File: config.mk
export PLATFORM = sky130hd
export DESIGN_NAME = ro_edge_counter
export DESIGN_NICKNAME = d
export VERILOG_FILES = /design/src/rtl/ro_meas_pkg.sv /design/src/rtl/ro_edge_counter_edge_detect.sv /design/src/rtl/ro_edge_counter.sv
export SDC_FILE = /design/constraint.sdc
export NUM_CORES = 1
export LEC_CHECK = 0
export BUFFER_PORTS_ARGS = -buffer_cell sky130_fd_sc_hd__buf_2
export CAP_MARGIN = 20
export CORE_MARGIN = 1
export CORE_UTILIZATION = 50
export DETAILED_ROUTE_END_ITERATION = 8
export PLACE_DENSITY = 0.7
export SYNTH_ARGS = -nofsm -noshare
export SYNTH_HDL_FRONTEND = slang
export SYNTH_SLANG_ARGS = --single-unit
File: constraint.sdc
create_clock -name clk -period 3.06 [get_ports clk]
set_clock_uncertainty 0.1 [all_clocks]
set_input_delay 0.306 -clock clk [delete_from_list [all_inputs] [get_ports clk]]
set_output_delay 0.306 -clock clk [all_outputs]
set_load 0.05 [all_outputs]
File: src/rtl/ro_meas_pkg.sv
// Shared types and helpers for the ring-oscillator edge-count measurement stage.
package ro_meas_pkg;

    localparam int DEF_WINDOW_W = 16;
    localparam int DEF_COUNT_W  = 16;

    typedef enum logic [1:0] {
        ST_IDLE = 2'd0,
        ST_ARM  = 2'd1,
        ST_GATE = 2'd2,
        ST_HOLD = 2'd3
    } meas_state_e;

    // Saturating increment split into its two outcomes: advance the count, or clip.
    function automatic logic sat_step(input logic rise, input logic at_max);
        return rise & ~at_max;
    endfunction

    function automatic logic sat_clip(input logic rise, input logic at_max);
        return rise & at_max;
    endfunction

endpackage

File: src/rtl/ro_edge_counter_edge_detect.sv
// Rising-edge detector on the already-synchronised RO line.
module edge_detect (
    input  logic clk,
    input  logic rst,
    input  logic sig_in,
    output logic rise
);

    logic sig_d_q;

    // Previous-cycle copy of the RO line, updated in every FSM state.
    always_ff @(posedge clk or posedge rst) begin
        if (rst) begin
            sig_d_q <= 1'b0;
        end else begin
            sig_d_q <= sig_in;
        end
    end

    assign rise = sig_in & ~sig_d_q;

endmodule

File: src/rtl/ro_edge_counter.sv
// Counts RO rising edges over a programmable gate window and hands the result
// to the readout logic through a valid/ready handshake.
module ro_edge_counter
    import ro_meas_pkg::*;
#(
    parameter int WINDOW_W = DEF_WINDOW_W,
    parameter int COUNT_W  = DEF_COUNT_W
) (
    input  logic                clk,
    input  logic                rst,
    input  logic                sig_in,
    input  logic                start,
    input  logic [WINDOW_W-1:0] window_len,
    input  logic                continuous,
    output logic [COUNT_W-1:0]  count_out,
    output logic                count_valid,
    input  logic                count_ready,
    output logic                overflow,
    output logic                busy
);

    meas_state_e         state_q, state_d;
    logic [COUNT_W-1:0]  edge_cnt_q, edge_cnt_d;
    logic [WINDOW_W-1:0] win_cnt_q, win_cnt_d;
    logic [WINDOW_W-1:0] win_len_q, win_len_d;
    logic [COUNT_W-1:0]  count_out_q, count_out_d;
    logic                count_valid_q, count_valid_d;
    logic                overflow_q, overflow_d;
    logic                busy_q, busy_d;

    logic rise_s;
    logic at_max_s;
    logic step_s;
    logic clip_s;

    edge_detect u_edge_detect (
        .clk    (clk),
        .rst    (rst),
        .sig_in (sig_in),
        .rise   (rise_s)
    );

    assign at_max_s = &edge_cnt_q;
    assign step_s   = sat_step(rise_s, at_max_s);
    assign clip_s   = sat_clip(rise_s, at_max_s);

    // Next-state and datapath update for the IDLE/ARM/GATE/HOLD sequence.
    always_comb begin
        state_d       = state_q;
        edge_cnt_d    = edge_cnt_q;
        win_cnt_d     = win_cnt_q;
        win_len_d     = win_len_q;
        count_out_d   = count_out_q;
        count_valid_d = count_valid_q;
        overflow_d    = overflow_q;

        case (state_q)
            ST_IDLE: begin
                if (start && (window_len != {WINDOW_W{1'b0}})) begin
                    win_len_d = window_len;
                    state_d   = ST_ARM;
                end else begin
                    state_d   = ST_IDLE;
                end
            end
            ST_ARM: begin
                edge_cnt_d = {COUNT_W{1'b0}};
                win_cnt_d  = win_len_q;
                overflow_d = 1'b0;
                state_d    = ST_GATE;
            end
            ST_GATE: begin
                edge_cnt_d = edge_cnt_q + COUNT_W'(step_s);
                overflow_d = overflow_q | clip_s;
                win_cnt_d  = win_cnt_q - WINDOW_W'(1);
                // The final gate cycle's own edge is folded into the published count.
                if (win_cnt_q == WINDOW_W'(1)) begin
                    count_out_d   = edge_cnt_q + COUNT_W'(step_s);
                    count_valid_d = 1'b1;
                    state_d       = ST_HOLD;
                end else begin
                    state_d       = ST_GATE;
                end
            end
            ST_HOLD: begin
                if (count_ready) begin
                    count_valid_d = 1'b0;
                    state_d       = continuous ? ST_ARM : ST_IDLE;
                end else begin
                    state_d       = ST_HOLD;
                end
            end
            default: begin
                count_valid_d = 1'b0;
                state_d       = ST_IDLE;
            end
        endcase

        busy_d = (state_d != ST_IDLE);
    end

    // State and result registers; reset discards any measurement in flight.
    always_ff @(posedge clk or posedge rst) begin
        if (rst) begin
            state_q       <= ST_IDLE;
            edge_cnt_q    <= {COUNT_W{1'b0}};
            win_cnt_q     <= {WINDOW_W{1'b0}};
            win_len_q     <= {WINDOW_W{1'b0}};
            count_out_q   <= {COUNT_W{1'b0}};
            count_valid_q <= 1'b0;
            overflow_q    <= 1'b0;
            busy_q        <= 1'b0;
        end else begin
            state_q       <= state_d;
            edge_cnt_q    <= edge_cnt_d;
            win_cnt_q     <= win_cnt_d;
            win_len_q     <= win_len_d;
            count_out_q   <= count_out_d;
            count_valid_q <= count_valid_d;
            overflow_q    <= overflow_d;
            busy_q        <= busy_d;
        end
    end

    assign count_out   = count_out_q;
    assign count_valid = count_valid_q;
    assign overflow    = overflow_q;
    assign busy        = busy_q;

endmodule

==> run summary <==
DRC: 0
Power Density: 472 mW/mm2
H-tree depth: 3
RSZ-0062 raised after global routing: no
die span in y: 86.2 um
site row count: 30
Clock Path Buffers: 2
Final Hold Viols: 33
Crit Path Max Fanout: 8
multiplexer share of the synthesized area: 6.21%
Most used DFF post-synth: dfrtp_1
Max Slew Vio Count: 0
clock slew at reported path FFs: 80 ps
EDFF count, synth: 0
Max rail drop VDD: 0.000343 V
syn avg cell area: 9.69 um2
finished layout cell area: 0.00406 mm2
Syn. warnings: 0
Switch Pwr: 0.516 mW
Comb power frac: 7.6%
top layer in use: met4
FFs w/ async S/R, synth: 100%
outcome: complete, but fails checks
All-Layer GR Usage: 23.0%
die outline width: 86.2 um
internal power: 1.40 mW
clock latency on the worst-skew pair: 350 ps
CP startpoint kind: register
Die ar.: 0.00743 mm2
post-synthesis instance area: 0.00355 mm2
Final HPWL DP: 5.33 mm
crit path time final: 2710 ps
Synth cell types: 51
Switching Share: 26.9%
Avg WL per Cell: 15.2 um
CP required: 3220 ps
Fmax: 0.369 GHz
met1 WL: 3.61 mm
layout net count: 436
clock tree root buffer cell: clkbuf_8
clock sinks: 70
Starting DRT DRC Count: 163
Layout Area Growth over Synthesis: 14.4%
Tcrit/Tclk final: 88.6%
CP Capture Type: register
R2R setup slack: 350 ps
IO Count: 41
violated checks: hold timing
GP Congestion: 0.834
Lkg Pwr: 1.73 nW
WL final: 7.69 mm
largest net degree at the start of global routing: 45
RR Startpoint: edge_cnt_q[2]$_DFFE_PP0P_
relative slew slack: 49.3%
first-pass GRT wire length: 13.2 mm
Synth Register Bits: 70
hold slack final: -20.8 ps
Core ar.: 0.00683 mm2
post-CTS setup repair buffer count: 0
Congestion Overflow GR: 0
CP arrival: 2870 ps
Hold WC Path Type: in -> async
post-synthesis xor/xnor area fraction: 1.98%
Num CTS Buffers: 9
Place WS: 293 ps
vias in the first global route: 2781
post-synthesis compound-gate area fraction: 16.6%
reg2reg end: count_out[12]$_DFFE_PP0P_
via count: 2873
Post-Synthesis Cells: 366
Post-Synth Adder-Cell Area: 2.82%
Placement Cell Area: 0.00384 mm2
maxcap violations: 0
DR WL met2: 3.73 mm
drt pass-1 iters: 4
Setup Crit Path Kind: reg -> reg
initial antenna violation count: 0
sequential-to-total area share from yosys stat: 49.4%
met3 routed WL: 229 um
worst-case reg-to-reg path depth: 11
DR vias/cell: 5.67
final setup vio count: 0
Clock power frac: 39.4%
largest family of logic cells by synthesized area: simple AND/OR/NAND/NOR gates
synthesized net count: 396
setup ws final: 350 ps
Initial Utilization: 51.9%
Antenna diodes: 0
CTS tree: done
ANT nets after route: 0
Simple-Gate Fraction of Synth Area: 18.8%
sequential power share: 53.0%
port bufs: 40
share of post-route cells with drive strength above 1: 21.4%
setup TNS: 0 ps
worst-margin pin slew: 759 ps
-- cells in the final DEF, fill, tap and decap left out, drive strengths merged, types with 4 or more instances in the layout --
cell     instances
dfrtp           70
buf             46
nor2            34
a21oi           34
nand2           32
o21ai           19
inv             17
mux2            16
nand3           12
nor3            12
nor4            10
o22ai            9
clkbuf           9
nand4            9
o2bb2ai          8
ha               8
or3              7
xnor2            5
mux2i            4
-- power by group through the flow --
stage                     clock network (mW)  registers (mW)  logic [mW]
final                                  0.755            1.01       0.147
after global routing                   0.811            1.02       0.167
after CTS                              0.763            1.01       0.149
after detailed placement                   0            1.03       0.147
after global placement                     0            1.03       0.144
after floorplan                            0            1.02       0.103
-- logic make-up after synthesis --
logic type | after synthesis
buf+inv | 35
fa+ha+maj | 8
simple gates | 131
mux | 20
flops | 70
compound gates | 94
xor+xnor | 8
-- cell type report --
class                      instances  area (um2)
clock inverter                     7        75.1
tap                               96         120
fill                             618        2780
multi-input combinational        261        1650
sequential                        70        1750
inverter                          17        63.8
timing repair buffer              47         268
clock buffer                       9         124
-- sequential cells by signal, summed over array words and instances, names as in the netlist --
name,count
edge_cnt_q,16
win_cnt_q,16
overflow,1
state_q,2
count_valid,1
busy,1
count_out,16
win_len_q,16
u_edge_detect.sig_d_q,1
-- per-stage QoR --
stage / util [%] / instances / power [mW] / hold slack (ps)
2_1_floorplan: - / 366 / 1.12 / 237
3_3_place_gp: 56.2 / 490 / 1.17 / 356
3_5_place_dp: 56.2 / 490 / 1.18 / 359
4_1_cts: 59.3 / 507 / 1.92 / 3.23
5_1_grt: 59.4 / 507 / 2.00 / 43.5
6_report: 59.4 / 507 / 1.92 / -20.8
-- critical path, stage by stage, from the launching register on --
cell and delay (ps):
dfrtp_1 480, nand4_1 180, nor4_2 410, nand2_1 120, nor2_1 130, nor3b_1 60
ha_1 230, ha_1 260, nand2_1 200, nor2_1 120, xnor2_1 130, o21ai_0 200
-- worst max path at each step --
stage / from / endpoint / slack, ps / cells past startpoint
2_1_floorplan: edge_cnt_q[3]$_DFFE_PP0P_ / count_out[10]$_DFFE_PP0P_ / 680 / 11
3_3_place_gp: edge_cnt_q[2]$_DFFE_PP0P_ / count_out[10]$_DFFE_PP0P_ / 400 / 11
3_5_place_dp: edge_cnt_q[2]$_DFFE_PP0P_ / count_out[12]$_DFFE_PP0P_ / 290 / 11
4_1_cts: edge_cnt_q[2]$_DFFE_PP0P_ / count_out[12]$_DFFE_PP0P_ / 270 / 11
5_1_grt: edge_cnt_q[2]$_DFFE_PP0P_ / count_out[12]$_DFFE_PP0P_ / 80 / 11
6_report: edge_cnt_q[2]$_DFFE_PP0P_ / count_out[12]$_DFFE_PP0P_ / 350 / 11
-- routing by layer --
metal | global-route usage (%) | vias to the layer above
met5 | 0 | -
met4 | 9.39 | 0
met3 | 4.00 | 12
met2 | 38.1 | 63
met1 | 30.2 | 1394
li1 | - | 1404
-- cell usage after synthesis (2+ instances only) --
cell	count	area share, %
dfrtp_1	70	49
a21oi_1	34	4.8
nor2_1	34	3.6
nand2_1	32	3.4
o21ai_0	19	2.7
inv_1	17	1.8
mux2_2	16	5.1
clkbuf_1	12	1.3
nand3_1	12	1.7
nor3_1	11	1.6
nor4_1	9	1.6
o22ai_1	9	1.6
ha_1	8	2.8
nand4_1	8	1.4
o2bb2ai_1	8	2.0
or3_1	7	1.2
xnor2_1	5	1.2
buf_2	4	0.56
mux2i_1	4	1.1
a2bb2oi_1	3	0.74
nand2b_1	3	0.53
o21a_1	3	0.63
or2_2	3	0.53
xor2_1	3	0.74
a311o_1	2	0.56
a31oi_1	2	0.35
and4_1	2	0.49
nand3b_1	2	0.42
o211ai_1	2	0.42
-- repair_timing --
action | in CTS | in global routing
endpoints found under the setup margin | 0 | 3
hold endpoints to repair | 1 | 0
hold buffers | 1 | 0
resized for setup | 0 | 1
Power figures use the tool's default switching activity.
